<file path="src/rtl/tracker_pkg.sv">
// Shared NoC flit formats and message types for the tracker log protocol.
// Both request and response flits are packed structs sized here.
package tracker_pkg;

  localparam int NOC_XY_W = 4;
  localparam int TRACKER_ADDR_FW = 16;

  typedef enum logic [1:0] {
    TRACKER_META_REQ  = 2'd0,
    TRACKER_RD_REQ    = 2'd1,
    TRACKER_META_RESP = 2'd2,
    TRACKER_RD_RESP   = 2'd3
  } tracker_msg_t;

  typedef struct packed {
    logic [15:0] event_id;
    logic [31:0] timestamp;
  } tracker_stats_struct;

  localparam int TRACKER_STATS_W = $bits(tracker_stats_struct);

  typedef struct packed {
    tracker_msg_t                msg_type;
    logic [NOC_XY_W-1:0]         dst_x;
    logic [NOC_XY_W-1:0]         dst_y;
    logic [NOC_XY_W-1:0]         src_x;
    logic [NOC_XY_W-1:0]         src_y;
    logic [TRACKER_ADDR_FW-1:0]  addr;
  } tracker_req_flit;

  localparam int TRACKER_REQ_FLIT_W = $bits(tracker_req_flit);

  typedef struct packed {
    tracker_msg_t                msg_type;
    logic [NOC_XY_W-1:0]         dst_x;
    logic [NOC_XY_W-1:0]         dst_y;
    logic                        has_wrapped;
    logic [TRACKER_ADDR_FW-1:0]  curr_wr_addr;
    tracker_stats_struct         stats;
  } tracker_resp_flit;

  localparam int TRACKER_RESP_FLIT_W = $bits(tracker_resp_flit);

  typedef enum logic [2:0] {
    S_IDLE,
    S_META_REQ,
    S_META_RESP,
    S_RD_REQ,
    S_RD_RESP,
    S_ENTRY_OUT,
    S_DONE
  } client_state_t;

endpackage

</file>
<file path="src/rtl/tracker_log_client_ctrl.sv">
// Drain sequencer: one outstanding request, handshakes, sticky error.
// Datapath updates are issued as single-cycle strobes.
module tracker_log_client_ctrl
  import tracker_pkg::*;
(
  input  logic       clk,
  input  logic       rst_n,
  input  logic       start_val,
  output logic       start_rdy,
  output logic       req_val,
  input  logic       req_rdy,
  output logic       req_meta,
  input  logic       resp_val,
  output logic       resp_rdy,
  input  logic [1:0] resp_type,
  input  logic       meta_zero,
  input  logic       rem_one,
  output logic       entry_val,
  input  logic       entry_rdy,
  output logic       entry_last,
  output logic       done,
  output logic       err,
  output logic       meta_load,
  output logic       rd_load,
  output logic       entry_adv
);

  client_state_t state_q, state_d;
  logic          err_q, err_d;

  always_ff @(posedge clk or negedge rst_n) begin
    if (!rst_n) begin
      state_q <= S_IDLE;
      err_q   <= 1'b0;
    end else begin
      state_q <= state_d;
      err_q   <= err_d;
    end
  end

  always_comb begin
    state_d    = state_q;
    err_d      = err_q;
    start_rdy  = 1'b0;
    req_val    = 1'b0;
    req_meta   = 1'b0;
    resp_rdy   = 1'b0;
    entry_val  = 1'b0;
    entry_last = 1'b0;
    done       = 1'b0;
    meta_load  = 1'b0;
    rd_load    = 1'b0;
    entry_adv  = 1'b0;
    unique case (state_q)
      S_IDLE: begin
        start_rdy = 1'b1;
        if (start_val) begin
          err_d   = 1'b0;
          state_d = S_META_REQ;
        end
      end
      S_META_REQ: begin
        req_val  = 1'b1;
        req_meta = 1'b1;
        if (req_rdy) state_d = S_META_RESP;
      end
      S_META_RESP: begin
        resp_rdy = 1'b1;
        if (resp_val) begin
          if (resp_type == TRACKER_META_RESP) begin
            meta_load = 1'b1;
            state_d   = meta_zero ? S_DONE : S_RD_REQ;
          end else begin
            err_d = 1'b1;
          end
        end
      end
      S_RD_REQ: begin
        req_val = 1'b1;
        if (req_rdy) state_d = S_RD_RESP;
      end
      S_RD_RESP: begin
        resp_rdy = 1'b1;
        if (resp_val) begin
          if (resp_type == TRACKER_RD_RESP) begin
            rd_load = 1'b1;
            state_d = S_ENTRY_OUT;
          end else begin
            err_d = 1'b1;
          end
        end
      end
      S_ENTRY_OUT: begin
        entry_val  = 1'b1;
        entry_last = rem_one;
        if (entry_rdy) begin
          entry_adv = 1'b1;
          state_d   = rem_one ? S_DONE : S_RD_REQ;
        end
      end
      S_DONE: begin
        done    = 1'b1;
        state_d = S_IDLE;
      end
      default: state_d = S_IDLE;
    endcase
  end

  assign err = err_q;

endmodule

</file>
<file path="src/rtl/tracker_log_client_datap.sv">
// Read pointer, remaining count, entry register and flit pack/unpack.
// remaining is one bit wider so a fully wrapped log fits.
module tracker_log_client_datap
  import tracker_pkg::*;
#(
  parameter int SRC_X      = 0,
  parameter int SRC_Y      = 0,
  parameter int DST_X      = 0,
  parameter int DST_Y      = 0,
  parameter int ADDR_W     = 4,
  parameter int REQ_NOC_W  = TRACKER_REQ_FLIT_W,
  parameter int RESP_NOC_W = TRACKER_RESP_FLIT_W
) (
  input  logic                       clk,
  input  logic                       rst_n,
  input  logic                       meta_load,
  input  logic                       rd_load,
  input  logic                       entry_adv,
  input  logic                       req_meta,
  input  logic [RESP_NOC_W-1:0]      resp_data,
  output logic [REQ_NOC_W-1:0]       req_data,
  output logic [1:0]                 resp_type,
  output logic                       meta_zero,
  output logic                       rem_one,
  output logic [TRACKER_STATS_W-1:0] entry_data
);

  logic [ADDR_W-1:0]          rd_addr_q, rd_addr_d;
  logic [ADDR_W:0]            remaining_q, remaining_d;
  logic [TRACKER_STATS_W-1:0] entry_data_q, entry_data_d;
  tracker_resp_flit           resp;
  tracker_req_flit            req;
  logic [ADDR_W-1:0]          wr_addr;
  logic                       unused_resp;

  assign resp    = tracker_resp_flit'(resp_data[TRACKER_RESP_FLIT_W-1:0]);
  assign wr_addr = resp.curr_wr_addr[ADDR_W-1:0];
  assign unused_resp = ^{resp.dst_x, resp.dst_y, resp.curr_wr_addr};

  assign resp_type = resp.msg_type;
  assign meta_zero = !resp.has_wrapped && (wr_addr == '0);
  assign rem_one   = (remaining_q == (ADDR_W+1)'(1));

  always_comb begin
    rd_addr_d    = rd_addr_q;
    remaining_d  = remaining_q;
    entry_data_d = entry_data_q;
    if (meta_load) begin
      if (resp.has_wrapped) begin
        rd_addr_d   = wr_addr;
        remaining_d = {1'b1, {ADDR_W{1'b0}}};
      end else begin
        rd_addr_d   = '0;
        remaining_d = {1'b0, wr_addr};
      end
    end
    if (rd_load) entry_data_d = resp.stats;
    if (entry_adv) begin
      rd_addr_d   = rd_addr_q + ADDR_W'(1);
      remaining_d = remaining_q - (ADDR_W+1)'(1);
    end
  end

  always_ff @(posedge clk or negedge rst_n) begin
    if (!rst_n) begin
      rd_addr_q    <= '0;
      remaining_q  <= '0;
      entry_data_q <= '0;
    end else begin
      rd_addr_q    <= rd_addr_d;
      remaining_q  <= remaining_d;
      entry_data_q <= entry_data_d;
    end
  end

  always_comb begin
    req          = '0;
    req.msg_type = req_meta ? TRACKER_META_REQ : TRACKER_RD_REQ;
    req.dst_x    = NOC_XY_W'(DST_X);
    req.dst_y    = NOC_XY_W'(DST_Y);
    req.src_x    = NOC_XY_W'(SRC_X);
    req.src_y    = NOC_XY_W'(SRC_Y);
    req.addr     = req_meta ? '0 : TRACKER_ADDR_FW'(rd_addr_q);
  end

  assign req_data   = REQ_NOC_W'(req);
  assign entry_data = entry_data_q;

endmodule

</file>
<file path="src/rtl/tracker_log_client.sv">
// Drains a remote tracker log over the NoC and streams its entries.
// Control and datapath are split into two submodules.
module tracker_log_client
  import tracker_pkg::*;
#(
  parameter int SRC_X      = 0,
  parameter int SRC_Y      = 0,
  parameter int DST_X      = 0,
  parameter int DST_Y      = 0,
  parameter int ADDR_W     = 4,
  parameter int REQ_NOC_W  = TRACKER_REQ_FLIT_W,
  parameter int RESP_NOC_W = TRACKER_RESP_FLIT_W
) (
  input  logic                       clk,
  input  logic                       rst_n,
  input  logic                       start_val,
  output logic                       start_rdy,
  output logic                       client_req_noc_val,
  output logic [REQ_NOC_W-1:0]       client_req_noc_data,
  input  logic                       noc_client_req_rdy,
  input  logic                       noc_client_resp_val,
  input  logic [RESP_NOC_W-1:0]      noc_client_resp_data,
  output logic                       client_noc_resp_rdy,
  output logic                       entry_val,
  output logic [TRACKER_STATS_W-1:0] entry_data,
  output logic                       entry_last,
  input  logic                       entry_rdy,
  output logic                       done,
  output logic                       err
);

  logic       req_meta;
  logic [1:0] resp_type;
  logic       meta_zero;
  logic       rem_one;
  logic       meta_load;
  logic       rd_load;
  logic       entry_adv;

  tracker_log_client_ctrl u_ctrl (
    .clk        (clk),
    .rst_n      (rst_n),
    .start_val  (start_val),
    .start_rdy  (start_rdy),
    .req_val    (client_req_noc_val),
    .req_rdy    (noc_client_req_rdy),
    .req_meta   (req_meta),
    .resp_val   (noc_client_resp_val),
    .resp_rdy   (client_noc_resp_rdy),
    .resp_type  (resp_type),
    .meta_zero  (meta_zero),
    .rem_one    (rem_one),
    .entry_val  (entry_val),
    .entry_rdy  (entry_rdy),
    .entry_last (entry_last),
    .done       (done),
    .err        (err),
    .meta_load  (meta_load),
    .rd_load    (rd_load),
    .entry_adv  (entry_adv)
  );

  tracker_log_client_datap #(
    .SRC_X      (SRC_X),
    .SRC_Y      (SRC_Y),
    .DST_X      (DST_X),
    .DST_Y      (DST_Y),
    .ADDR_W     (ADDR_W),
    .REQ_NOC_W  (REQ_NOC_W),
    .RESP_NOC_W (RESP_NOC_W)
  ) u_datap (
    .clk        (clk),
    .rst_n      (rst_n),
    .meta_load  (meta_load),
    .rd_load    (rd_load),
    .entry_adv  (entry_adv),
    .req_meta   (req_meta),
    .resp_data  (noc_client_resp_data),
    .req_data   (client_req_noc_data),
    .resp_type  (resp_type),
    .meta_zero  (meta_zero),
    .rem_one    (rem_one),
    .entry_data (entry_data)
  );

endmodule

</file>
<file path="config.mk">
export PLATFORM = sky130hd
export DESIGN_NAME = tracker_log_client
export DESIGN_NICKNAME = d
export VERILOG_FILES = /design/src/rtl/tracker_pkg.sv /design/src/rtl/tracker_log_client_ctrl.sv /design/src/rtl/tracker_log_client_datap.sv /design/src/rtl/tracker_log_client.sv
export SDC_FILE = /design/constraint.sdc
export NUM_CORES = 1
export LEC_CHECK = 0
export CAP_MARGIN = 20
export CORE_MARGIN = 2
export CORE_UTILIZATION = 25
export DETAILED_ROUTE_END_ITERATION = 7
export GPL_TIMING_DRIVEN = 0
export PLACE_DENSITY = 0.59
export RECOVER_POWER = 25
export SYNTH_ARGS = -nofsm -noshare
export SYNTH_HDL_FRONTEND = slang
export SYNTH_SLANG_ARGS = --single-unit
</file>
<file path="constraint.sdc">
create_clock -name clk -period 3.3 [get_ports clk]
set_input_delay 0.66 -clock clk [delete_from_list [all_inputs] [get_ports clk]]
set_output_delay 0.66 -clock clk [all_outputs]
set_load 0.01 [all_outputs]
</file>
* Word-level counts from Yosys, hierarchy flattened
Cells that the tools add are included.
** Cells by class
- Add/subtract/negate cells :: 2
- Eq/ne operators :: 19
- Multiplexer cells :: 40
- Reductions and logical operators :: 10
** Operator list (count)
- 2-to-1 mux 3 bit :: 10
- 2-to-1 mux 1 bit :: 21
- one-hot mux 3 bit (6 select lines) :: 1
- 2-to-1 mux 4 bit :: 4
- inequality test 2 bit, second input constant :: 8
- 2-to-1 mux 5 bit :: 3
- equality test 3 bit, second input constant :: 3
- AND reduction 8 bit :: 1
- equality test 3 x 2 -> 1 bit, second input constant :: 2
- AND reduction 6 bit :: 1
- equality test 5 x 1 -> 1 bit, second input constant :: 1
- subtractor 5 x 1 -> 5 bit, second input constant :: 1
- adder 4 x 1 -> 4 bit, second input constant :: 1
- equality test 2 bit, second input constant :: 2
- zero test 4 bit :: 1
- inequality test 2 x 1 -> 1 bit, second input constant :: 2
- OR reduction 2 bit :: 2
- equality test 3 x 1 -> 1 bit, second input constant :: 1
- zero test 3 bit :: 1
- one-hot mux 1 bit (3 select lines) :: 1
- nonzero test 3 bit :: 1
- nonzero test 2 bit :: 1
- logical AND 1 bit :: 1
- zero test 1 bit :: 1
** Storage, ports and cells
- Flip-flop bits (word level) :: 61
- Input bits :: 81
- Output and inout port bits :: 89
- Logic and storage cells :: 76

* Depth between registers and ports, before layout
- Word-level depth :: 6
- Depth in mapped cells :: 6
- Depth with buffers taken out :: 5

* Cells and area by module
From an unflattened synthesis, not the netlist that was laid out.
** Second synthesis, totals
- Cell total of the unflattened synthesis :: 245
- Area total of the unflattened synthesis :: 3010.4 µm²
** Modules (own cells, without submodules)
- tracker_log_client_datap :: times used 1, cells an instance 196, area an instance 2622.5 µm², seq. area each 1426.4 µm²
- tracker_log_client_ctrl :: times used 1, cells an instance 49, area an instance 387.9 µm², seq. area each 100.1 µm²

* Worst setup path before layout
No wires, ideal clock.
- Kind :: register -> output
- From :: register u_ctrl.state_q[1]
- To :: output client_req_noc_data[0]
- Arrival time :: 1.125 ns
- Required time :: 2.640 ns
- Setup slack :: 1.515 ns
- Cell stages (with the launch flop) :: 5
- Buffers on the path :: 2
- Path through :: dfrtp_1 -> buf_2 -> clkbuf_1 -> nor3_1 -> nor2b_1
** Between the ends
- Longest elaborated chain between the ends :: 3
** Ends and longest elaborated chain
- start, declared :: line tracker_log_client_ctrl.sv:28 : client_state_t state_q, state_d;
- start signal, assigned :: line tracker_log_client_ctrl.sv:36 : state_q <= state_d;
- equality test 3 x 1 -> 1 bit :: line tracker_log_client_ctrl.sv:54 : unique case (state_q)
- 2-to-1 mux 1 bit :: line tracker_log_client_ctrl.sv:54
- 2-to-1 mux 4 bit :: line tracker_log_client_datap.sv:83 : req.addr = req_meta ? '0 : TRACKER_ADDR_FW'(rd_addr_q);
- end, declared :: line tracker_log_client.sv:19 : output logic [REQ_NOC_W-1:0] client_req_noc_data,
No other way between the ends.

* Final worst setup path
Same ends and word-level chain as after synthesis.

==> results.json <==
{
  "period_share_pct": 84.7,
  "antenna_found_initial": 0,
  "crit_type": "register to output pin",
  "p_sw_share_pct": 30.9,
  "p_int_uw": 2640,
  "syn-instance-count": 254,
  "violations": "max-capacitance violations, max-slew violations",
  "switchingPower_uw": 1180,
  "synth.top_cell.area_share_pct": 50.9,
  "design_area_um2": 4780,
  "cts_buffers": 9,
  "final_nets": 496,
  "reg2reg_slack_ps": 1530,
  "maxSlewViolCount": 62,
  "met1_length_um": 3150,
  "synth_area_um2": 3000,
  "slew_headroom_pct": -3.35,
  "port_buffers": 119,
  "yosysWarnings": 0,
  "cts_resized": 0,
  "nFillCells": 1153,
  "p_comb_share_pct": 41.4,
  "yosys-top-cells-area": "dfrtp_1 (51%), mux2_2 (11%), buf_4 (7.8%), mux2_1 (7.5%), a31oi_1 (1.7%)",
  "area_growth_pct": 59.4,
  "track_usage_pct": 11.8,
  "fp-row-count": 39,
  "cts_tree": "done",
  "synth_compound_area_share_pct": 6.72,
  "clk_pin_slew_ps": 60,
  "hp-class": "register to register",
  "hold_violations": 0,
  "synth_edf_count": 0,
  "synthDistinctLibCells": 38,
  "drt_iter0_drc": 58,
  "fmax_mhz": 358,
  "layout_min_cycle_time_ps": 2790,
  "pin_count": 170,
  "synth_top_family_by_area": "multiplexers",
  "gp_congestion": 0.796,
  "first_pass_iters": 4,
  "num_antenna_cells": 0,
  "wl_met3_um": 556,
  "detail-route-antenna-nets": 0,
  "clk_latency_ps": 330,
  "cap_violations": 1,
  "finClkSkew_ps": 9.24,
  "die_w_um": 113,
  "die_h_um": 113,
  "power.share.sequential_pct": 33.2,
  "status": "finished, violations left",
  "routed_wl_um": 7350,
  "grt_setup_unrepaired": "false",
  "synth-adder-area-share_pct": 1.25,
  "setup_viol": 0,
  "async_reset_ff_share_pct": 100,
  "postCtsHoldBufs": 0,
  "wl_per_cell_um": 13.1,
  "start_util_pct": 25.9,
  "placed_cell_area_um2": 4470,
  "grt_max_degree": 62,
  "post-synth-top-area-cell": "dfrtp_1",
  "critPathCaptureType": "output pin",
  "cts_root_buf": "clkbuf_16",
  "place_inst": 544,
  "vias": 2378,
  "drive_gt1_share_pct": 20.9,
  "overflow": 0,
  "power.total_uw": 3820,
  "yosysSeqAreaShare_pct": 50.9,
  "met2_length_um": 3490,
  "grt_pass1_wl_um": 11900,
  "clk_path_buf_depth": 2,
  "p_per_area_nw_per_um2": 800,
  "die_area_um2": 12900,
  "crit_arrival_ps": 2130,
  "synth-seq-cells": 61,
  "viasPerCell": 4.25,
  "worst_pin_slew_ps": 1550,
  "drc": 0,
  "hold_ws_ps": 482,
  "post_cts.repair.setup_buffers": 0,
  "dp_hpwl_um": 5600,
  "grt_pass1_vias": 2378,
  "pwr-share-clk_pct": 25.3,
  "vdd_drop_max_mv": 0.293,
  "top_layer": "met4",
  "crit_required_ps": 2640,
  "final_cells": 560,
  "synth_ff_type": "dfrtp_1",
  "leakagePower_uw": 0.00223,
  "cts_max_level": 3,
  "synthMuxAreaShare_pct": 19.0,
  "yosys.area_share.xor_xnor_pct": 0.292,
  "clock-sinks": 61,
  "avgSynthCellArea_um2": 11.8,
  "post-route-util_pct": 41.3,
  "core_area_um2": 11600,
  "worst-path-max-fanout": 10,
  "cp-start-kind": "register",
  "synthSimpleGateAreaFrac_pct": 10.6
}
-- path summary, 6_finish.rpt --
path,startpoint,endpoint,cells past startpoint
hold / removal,u_datap.entry_data[37]$_DFFE_PN0P_,u_datap.entry_data[37]$_DFFE_PN0P_,1
min in group asynchronous,rst_n,u_datap.entry_data[25]$_DFFE_PN0P_,1
setup reg to reg,u_ctrl.state_q[1]$_DFFE_PN0P_,u_datap.entry_data[35]$_DFFE_PN0P_,6
setup / recovery,u_ctrl.state_q[1]$_DFFE_PN0P_,client_req_noc_data[0],5
hold reg to reg,u_datap.entry_data[37]$_DFFE_PN0P_,u_datap.entry_data[37]$_DFFE_PN0P_,1
max in group asynchronous,rst_n,u_datap.rd_addr_q[2]$_DFFE_PN0P_,1
-- through the flow --
stage          TNS (ps)  worst slack, ps
2_1_floorplan         0             1510
3_3_place_gp     -34120             -566
4_1_cts               0              404
5_1_grt               0              297
6_report              0              506
3_5_place_dp          0              767
-- synthesized netlist by cell type (all sizes together) (2+ instances only) --
| library cell | n |
|---|---|
| a21oi | 7 |
| a31oi | 8 |
| and2 | 3 |
| and3 | 3 |
| buf | 38 |
| clkbuf | 4 |
| dfrtp | 61 |
| ha | 3 |
| inv | 8 |
| mux2 | 48 |
| mux2i | 3 |
| nand2 | 11 |
| nand2b | 2 |
| nand3 | 6 |
| nand3b | 2 |
| nand4 | 3 |
| nor2 | 11 |
| nor2b | 7 |
| nor3 | 6 |
| o211ai | 2 |
| o21ai | 5 |
| o221a | 2 |
-- worst max-delay path: stages, from the launching register on --
cell and delay, ps:
dfrtp_1 350, buf_2 150, clkbuf_1 220, nor3_1 480, nor2b_1 100, clkdlybuf4s50_1 500
-- power groups by stage --
stage,Sequential [µW],Clock [µW],Combinational (µW)
floorplan,1400,0,600
global placement,1270,0,1590
detailed placement,1290,0,1600
CTS,1280,1000,1610
global route,1320,1030,1720
finish,1270,968,1580
-- final cells by class --
class	instances	area (µm²)	share of cell area [%]
multi-input cells	171	1240	26.0
clock inverters	6	70.1	1.47
inverters	8	30.0	0.629
flip-flops and latches	61	1530	32.0
repair buffers	119	1190	24.8
clock buffers	10	239	5.00
plain buffers	42	302	6.31
well taps	143	179	3.75
-- cells by family after synthesis --
kind of cell    Yosys count
buf+inv                  50
flops                    61
xor+xnor                  1
other cells               1
compound gates           30
simple gates             57
mux                      51
fa+ha+maj                 3
-- registers in the layout, summed over array words and instances, names as in the netlist --
name / flops
u_datap.rd_addr_q: 4
u_datap.entry_data: 48
u_ctrl.err: 1
u_datap.remaining_q: 5
u_ctrl.state_q: 3
-- cells in the final DEF, fill, tap and decap left out, types with 6 or more instances in the layout --
cell	Yosys	final
clkdlybuf4s50_1	0	118
dfrtp_1	61	61
buf_4	31	31
conb_1	1	29
mux2_2	28	28
mux2_1	20	20
nor2_1	11	11
nand2_1	11	11
clkbuf_16	0	9
inv_1	8	8
a31oi_1	8	8
nor2b_1	7	7
a21oi_1	7	7
nand3_1	6	6
-- routing by layer --
layer,GRT usage [%],vias up
met5,0,-
met4,5.28,0
met3,3.35,11
met2,19.5,114
met1,14.4,1107
li1,-,1146
Note: power is estimated with default switching activity, not from simulation.
